$ cat src/rtl/load_store_unit.sv
// Memory-stage load/store engine: single-outstanding req/ready data port,
// byte-lane steering, load extension, misalignment and bus-timeout faults.
module load_store_unit #(
  parameter int TIMEOUT = 16,
  parameter int CNT_W   = 5
) (
  input  logic        clk,
  input  logic        rst,
  input  logic        MemWriteM,
  input  logic        MemReadM,
  input  logic [1:0]  MemSizeM,
  input  logic        MemUnsignedM,
  input  logic [31:0] ALUResultM,
  input  logic [31:0] WriteDataM,
  output logic        dmem_req,
  output logic        dmem_we,
  output logic [31:0] dmem_addr,
  output logic [31:0] dmem_wdata,
  output logic [3:0]  dmem_wstrb,
  input  logic        dmem_ready,
  input  logic [31:0] dmem_rdata,
  output logic [31:0] ReadDataM,
  output logic        StallM,
  output logic        MisalignedM,
  output logic        AccessFaultM
);

  typedef enum logic [1:0] {
    IDLE = 2'b00,
    WAIT = 2'b01,
    RESP = 2'b10
  } state_t;

  localparam bit TMO_EN = (TIMEOUT > 0);
  localparam logic [CNT_W-1:0] TMO_LAST =
    CNT_W'(TMO_EN ? TIMEOUT - 1 : 0);

  state_t state, state_nxt;

  logic [CNT_W-1:0] cnt;
  logic             access;
  logic             is_load;
  logic             misaligned;
  logic             issue;
  logic             done;
  logic             fault_set;
  logic             tmo;
  logic [31:0]      st_wdata;
  logic [3:0]       st_wstrb;
  logic [1:0]       size_q;
  logic [1:0]       off_q;
  logic             uns_q;
  logic             load_q;
  logic             fault_q;
  logic [31:0]      ld_data;
  logic [7:0]       ld_byte;
  logic [15:0]      ld_half;

  // A simultaneous read+write is handled as a load.
  assign access  = MemReadM | MemWriteM;
  assign is_load = MemReadM;

  // Alignment check on the M-stage address; bytes never fault.
  always_comb begin
    misaligned = 1'b0;
    unique case (MemSizeM)
      2'b00:   misaligned = 1'b0;
      2'b01:   misaligned = ALUResultM[0];
      default: misaligned = |ALUResultM[1:0];
    endcase
  end

  // Store lane replication and write strobes.
  always_comb begin
    st_wdata = WriteDataM;
    st_wstrb = 4'b1111;
    unique case (MemSizeM)
      2'b00: begin
        st_wdata = {4{WriteDataM[7:0]}};
        st_wstrb = 4'b0001 << ALUResultM[1:0];
      end
      2'b01: begin
        st_wdata = {2{WriteDataM[15:0]}};
        st_wstrb = ALUResultM[1] ? 4'b1100 : 4'b0011;
      end
      default: begin
        st_wdata = WriteDataM;
        st_wstrb = 4'b1111;
      end
    endcase
  end

  // Load extraction uses only the offset/size latched at issue.
  assign ld_byte = dmem_rdata[{off_q, 3'b000} +: 8];
  assign ld_half = off_q[1] ? dmem_rdata[31:16] : dmem_rdata[15:0];

  // Sign/zero extension of the selected lane.
  always_comb begin
    ld_data = dmem_rdata;
    unique case (size_q)
      2'b00:   ld_data = {{24{ld_byte[7] & ~uns_q}}, ld_byte};
      2'b01:   ld_data = {{16{ld_half[15] & ~uns_q}}, ld_half};
      default: ld_data = dmem_rdata;
    endcase
  end

  assign tmo = TMO_EN && (cnt == TMO_LAST);

  // Next-state logic; ready wins over a coincident timeout.
  always_comb begin
    state_nxt = state;
    issue     = 1'b0;
    done      = 1'b0;
    fault_set = 1'b0;
    unique case (state)
      IDLE: begin
        if (access && !misaligned) begin
          issue     = 1'b1;
          state_nxt = WAIT;
        end
      end
      WAIT: begin
        if (dmem_ready) begin
          done      = 1'b1;
          state_nxt = RESP;
        end else if (tmo) begin
          fault_set = 1'b1;
          state_nxt = RESP;
        end
      end
      RESP:    state_nxt = IDLE;
      default: state_nxt = IDLE;
    endcase
  end

  // Stall and misalignment are gated by reset so they drop at once.
  always_comb begin
    StallM      = 1'b0;
    MisalignedM = 1'b0;
    if (!rst) begin
      StallM      = (state == WAIT) ||
                    ((state == IDLE) && access && !misaligned);
      MisalignedM = (state == IDLE) && access && misaligned;
    end
  end

  assign AccessFaultM = fault_q;

  // State register.
  always_ff @(posedge clk or posedge rst) begin
    if (rst) state <= IDLE;
    else     state <= state_nxt;
  end

  // Timeout counter runs only while waiting.
  always_ff @(posedge clk or posedge rst) begin
    if (rst)                cnt <= '0;
    else if (state == WAIT) cnt <= cnt + 1'b1;
    else                    cnt <= '0;
  end

  // Bus request and its payload, held stable while waiting.
  always_ff @(posedge clk or posedge rst) begin
    if (rst) begin
      dmem_req   <= 1'b0;
      dmem_we    <= 1'b0;
      dmem_addr  <= '0;
      dmem_wdata <= '0;
      dmem_wstrb <= '0;
    end else if (issue) begin
      dmem_req   <= 1'b1;
      dmem_we    <= MemWriteM & ~MemReadM;
      dmem_addr  <= {ALUResultM[31:2], 2'b00};
      dmem_wdata <= st_wdata;
      dmem_wstrb <= is_load ? 4'b0000 : st_wstrb;
    end else if (done || fault_set) begin
      dmem_req   <= 1'b0;
    end
  end

  // Access attributes needed when the response arrives.
  always_ff @(posedge clk or posedge rst) begin
    if (rst) begin
      size_q <= '0;
      off_q  <= '0;
      uns_q  <= 1'b0;
      load_q <= 1'b0;
    end else if (issue) begin
      size_q <= MemSizeM;
      off_q  <= ALUResultM[1:0];
      uns_q  <= MemUnsignedM;
      load_q <= is_load;
    end
  end

  // Load result register and one-cycle fault pulse.
  always_ff @(posedge clk or posedge rst) begin
    if (rst) begin
      ReadDataM <= '0;
      fault_q   <= 1'b0;
    end else begin
      fault_q <= fault_set;
      if (done && load_q) ReadDataM <= ld_data;
    end
  end

endmodule

$ cat config.mk
export PLATFORM = sky130hd
export DESIGN_NAME = load_store_unit
export DESIGN_NICKNAME = d
export VERILOG_FILES = /design/src/rtl/load_store_unit.sv
export SDC_FILE = /design/constraint.sdc
export NUM_CORES = 1
export LEC_CHECK = 0
export ABC_AREA = 1
export CORE_MARGIN = 2
export CORE_UTILIZATION = 48
export DETAILED_ROUTE_END_ITERATION = 8
export GPL_TIMING_DRIVEN = 0
export PLACE_DENSITY_LB_ADDON = 0.3
export RECOVER_POWER = 50
export SKIP_CTS_REPAIR_TIMING = 1
export SYNTH_ARGS = -nofsm -noshare
export SYNTH_HDL_FRONTEND = slang
export SYNTH_SLANG_ARGS = --single-unit
$ cat constraint.sdc
create_clock -name clk -period 9.15 [get_ports clk]
set_clock_uncertainty 0.2 [all_clocks]
set_input_delay 1.3725 -clock clk [delete_from_list [all_inputs] [get_ports clk]]
set_output_delay 1.3725 -clock clk [all_outputs]
set_load 0.1 [all_outputs]
# --- Yosys cells after proc, flatten, opt, wreduce, memory -nomap -nowiden ---
# Index checks and enable logic that the tools add are counted.
classes:
  addsub: 1
  n_eq_ne: 6
  shifts: 2
  mux: 23
  bitwise_logic: 6
  n_reduce_logical: 14
op_table:
  columns: ["cell", "count"]
  rows:
  - ["$pmux W32 S2", 2]
  - ["$shiftx A32 B6 Y8", 1]
  - ["$mux W16", 1]
  - ["$mux W1", 11]
  - ["$mux W4", 2]
  - ["$pmux W4 S2", 1]
  - ["$eq A2 B1 Y1 const B", 3]
  - ["$logic_not A2 Y1", 3]
  - ["$mux W2", 3]
  - ["$add A5 B1 Y5 const B", 1]
  - ["$eq A5 B4 Y1 const B", 1]
  - ["$logic_and A1 B1 Y1", 5]
  - ["$mux W5", 1]
  - ["$pmux W2 S2", 1]
  - ["$shl A1 B2 Y4 const A", 1]
  - ["$and A1 B1 Y1", 3]
  - ["$ne A3 B3 Y1 const B", 1]
  - ["$logic_or A1 B1 Y1", 2]
  - ["$ne A2 B2 Y1 const B", 1]
  - ["$not A1 Y1", 2]
  - ["$pmux W1 S2", 1]
  - ["$reduce_and A2 Y1", 1]
  - ["$reduce_bool A2 Y1", 1]
  - ["$reduce_or A2 Y1", 1]
  - ["2 further kinds", 2]
word_totals:
  regBits: 114
  out_inout_bits: 105
  word_cells: 65

# --- Longest topological paths before layout ---
depth:
  depth_word: 7
  ltp_mapped: 10
  mapped_depth_nobuf: 9

# --- Worst setup path after synthesis ---
# No wires, ideal clock.
synth_timing:
  kind: "input -> output"
  from: "in MemSizeM[1]"
  to: "out MisalignedM"
  arrival_ns: 4.480
  path_slack_ns: 3.097
  stages: 5
  path_buffers: 1
  path_cell_list: "buf_6 -> nor2_4 -> inv_2 -> nand2_2 -> nor4_1"
synth_via:
  elab_chain_cells: 4
  elab_cells_between_ends: 5
  cone_classes: "eq/ne (1); mux (2); reduce/logical (2)"
synth_rtl:
  columns: ["item", "line_no", "source"]
  rows:
  - ["start, declared", "11", "input logic [1:0] MemSizeM,"]
  - ["$eq A2 B1 Y1 / $logic_not A2 Y1 (equally long branches)", "66", "unique case (MemSizeM)"]
  - ["$pmux W1 S2 (*)", "66", null]
  - ["$logic_and A1 B1 Y1 (*)", "143", "MisalignedM = (state == IDLE) && access && misaligned;"]
  - ["$mux W1 (*)", "140", "if (!rst) begin"]
  - ["end, declared", "24", "output logic MisalignedM,"]
# Mark *: on every way between the ends. The rest lies on a longest branch, timed or not.

==> flow_summary_export.csv <==
group,metric,value,unit
run_status,outcome,"complete, but fails checks",
run_status,violations,"capacitance limit, slew limit",
finish,syn_to_final_growth,51.8,%
placement,port_buffers,205,
sta,max_freq,165,MHz
synth,synth_ff_type,"dfrtp_1",
routing,route.met3.wl,1480,microns
routing,first_pass_iters,5,
routing,ant_nets,0,
placement,routabilityCongestion,0.906,
synth,netlist_top_cells_count,"nand2_1 (262), dfrtp_1 (114), a21oi_1 (54)",
placement,pre_cts_ws,3770,ps
setup_path,cp-start-kind,"input port",
sta,setup_tns,0,ps
synth,synth.most_common_cell,"nand2_1",
routing,vias,5353,
clock_tree,root_buffer,"clkbuf_8",
setup_path,cp_slowest_cell,"clkbuf_1",
routing,drc_errors,0,
clock_tree,clock_tree.buffer_depth,2,
synth,async_reset_ff_frac,1.00,
global_route,grt_pass1_wl,26700,microns
die,initial_core_util,0.493,
setup_path,critPathMaxFanout,60,
global_route,grt-ovfl-total,0,
setup_path,arrival,5780,ps
setup_path,cp_num_buf_inv,3,
routing,m1WireLength,6770,microns
setup_path,endpoint_kind,"async pin",
setup_path,slowest_delay,2320,ps
placement,hpwl,12700,microns
clock_tree,cts_made_buffers,17,
clock_tree,cts_num_sinks,114,
synth,post_synth_instance_area,5370,sq um
synth,synth_cell_types,35,
sta,finalSetupViolCount,0,
die,die-area,12000,sq um
die,io-pin-count,209,
sta,rsz0062_at_grt,"no",
global_route,grt_max_degree,61,
synth,avgSynthCellArea,8.25,sq um
sta,layout_min_cycle_time,6080,ps
synth,yosysWarnings,0,
run,maxCapViolCount,2,
setup_path,timing_worst_setup_path_type,"in2async",
synth,synthCells,651,
synth,synth_largest_area_cell,"dfrtp_1",
synth,synth_edf_count,0,
clock_tree,clk_pin_slew,50,ps
synth,ys_ff_latch,114,
sta,period_share,0.664,
routing,top_layer,"met4",
global_route,grt_usage,0.291,
sta,setup_ws,3070,ps
hold_path,min_path_type,"reg2reg",
routing,wl_met2,8390,microns
routing,drtIter0Drc,459,
routing,wire_per_inst,16.6,microns
sta,relSlewSlack,-1.12,
clock_tree,worstSkewPairLatency,510,ps
die,core-area,10900,sq um
global_route,grt_antenna_before_repair,0,
finish,final_net_count,983,
die,fp.dieW,110,microns
synth,synthTopCellsByArea,"dfrtp_1 (53%), nand2_1 (18%), a21oi_1 (5.0%)",
sta,slew_violations,117,
setup_path,worstPathCellList,"dlygate4sd3_1, clkinvlp_2, clkbuf_1",
setup_path,cp_top_family,"buffers and inverters",
synth,netlist.area_leader.share,0.531,
sta,worst_slew_pin_slew,3180,ps
die,placementRows,38,
routing,finalWirelength,17100,microns
clock_tree,htreeDepth,4,
die,die_y,110,microns
finish,diodes,0,
synth,synth_seq_area_share,0.531,
global_route,grt_pass1_vias,5551,
sta,final_hold_viol_count,0,
setup_path,worstPathRequired,8860,ps
finish,drive_above_1_share,0.0764,
routing,via_per_inst,5.20,
clock_tree,cts_tree,"yes",
[layout make-up]
class | count | area [sq um]
sequential | 114 | 2850
fill | 825 | 2740
multi-input combinational | 468 | 2150
timing repair buffer | 206 | 2060
clock buffer | 20 | 445
buffer | 37 | 211
tap | 140 | 175
clock inverter | 12 | 133
inverter | 33 | 129
[layout by cell type, fill, tap and decap left out, drive strengths merged, types with 3 or more instances in the layout]
master,netlist,final
o21ai,61,61
inv,32,32
buf,24,17
dlygate4sd3,0,3
dfrtp,114,114
clkinvlp,0,7
nand2,268,268
clkbuf,13,41
clkinv,1,4
nand3,9,9
a22oi,3,3
nor2,46,46
clkdlybuf4s50,0,202
a21oi,64,64
a31oi,4,4
[logic make-up after synthesis]
kind of cell,Yosys count,share of synthesized area
adders and majority gates,2,0.00466
buffers and inverters,70,0.0660
other,1,0.000698
DFF,114,0.531
xor gates and xnor gates,1,0.00163
AOI/OAI and AO/OA,136,0.152
and+or+nand+nor,327,0.244
[state kept, by name, indices dropped and copies added (netlist names)]
| name | count |
|---|---|
| dmem_addr | 30 |
| ReadDataM | 32 |
| dmem_wdata | 32 |
| load_q | 1 |
| cnt | 5 |
| off_q | 2 |
| dmem_we | 1 |
| dmem_req | 1 |
| state | 2 |
| dmem_wstrb | 4 |
| uns_q | 1 |
| size_q | 2 |
| AccessFaultM | 1 |
[metal layers]
metal	GRT usage	vias to the layer above
li1	-	2530
met1	0.346	2531
met2	0.489	254
met3	0.0871	38
met4	0.126	0
met5	0	-
[through the flow]
step | instance area [sq um] | hold slack, ps | cells | utilization
after floorplan | 5370 | 232 | 652 | -
after detailed placement | 7630 | 262 | 998 | 0.701
after global placement | 7600 | 243 | 997 | 0.698
final | 8150 | 271 | 1030 | 0.749
after CTS | 8210 | 277 | 1030 | 0.754
after global routing | 8150 | 290 | 1030 | 0.749
[final timing paths]
path | endpoint | cells past startpoint | slack (ps) | from
hold / removal | cnt[0] | 1 | 270 | cnt[0]
min in group asynchronous | dmem_addr[3] | 2 | 1840 | rst
setup reg to reg | dmem_wdata[14] | 8 | 7170 | state[1]
hold reg to reg | cnt[0] | 1 | 270 | cnt[0]
setup / recovery | ReadDataM[13] | 3 | 3070 | rst
max in group clk | StallM | 8 | 3310 | MemSizeM[0]
[worst register-to-register path, cell delays in order (launching register included)]
cell and delay (ps):
dfrtp_1 360, inv_1 80, nand2_1 80, nor2_1 90
nand2_1 200, inv_1 230, clkbuf_1 380, nor2_1 90
a31oi_1 190
Power is not shown: default switching activity piles up to over one toggle a cycle in this logic, so the estimate is an artifact.
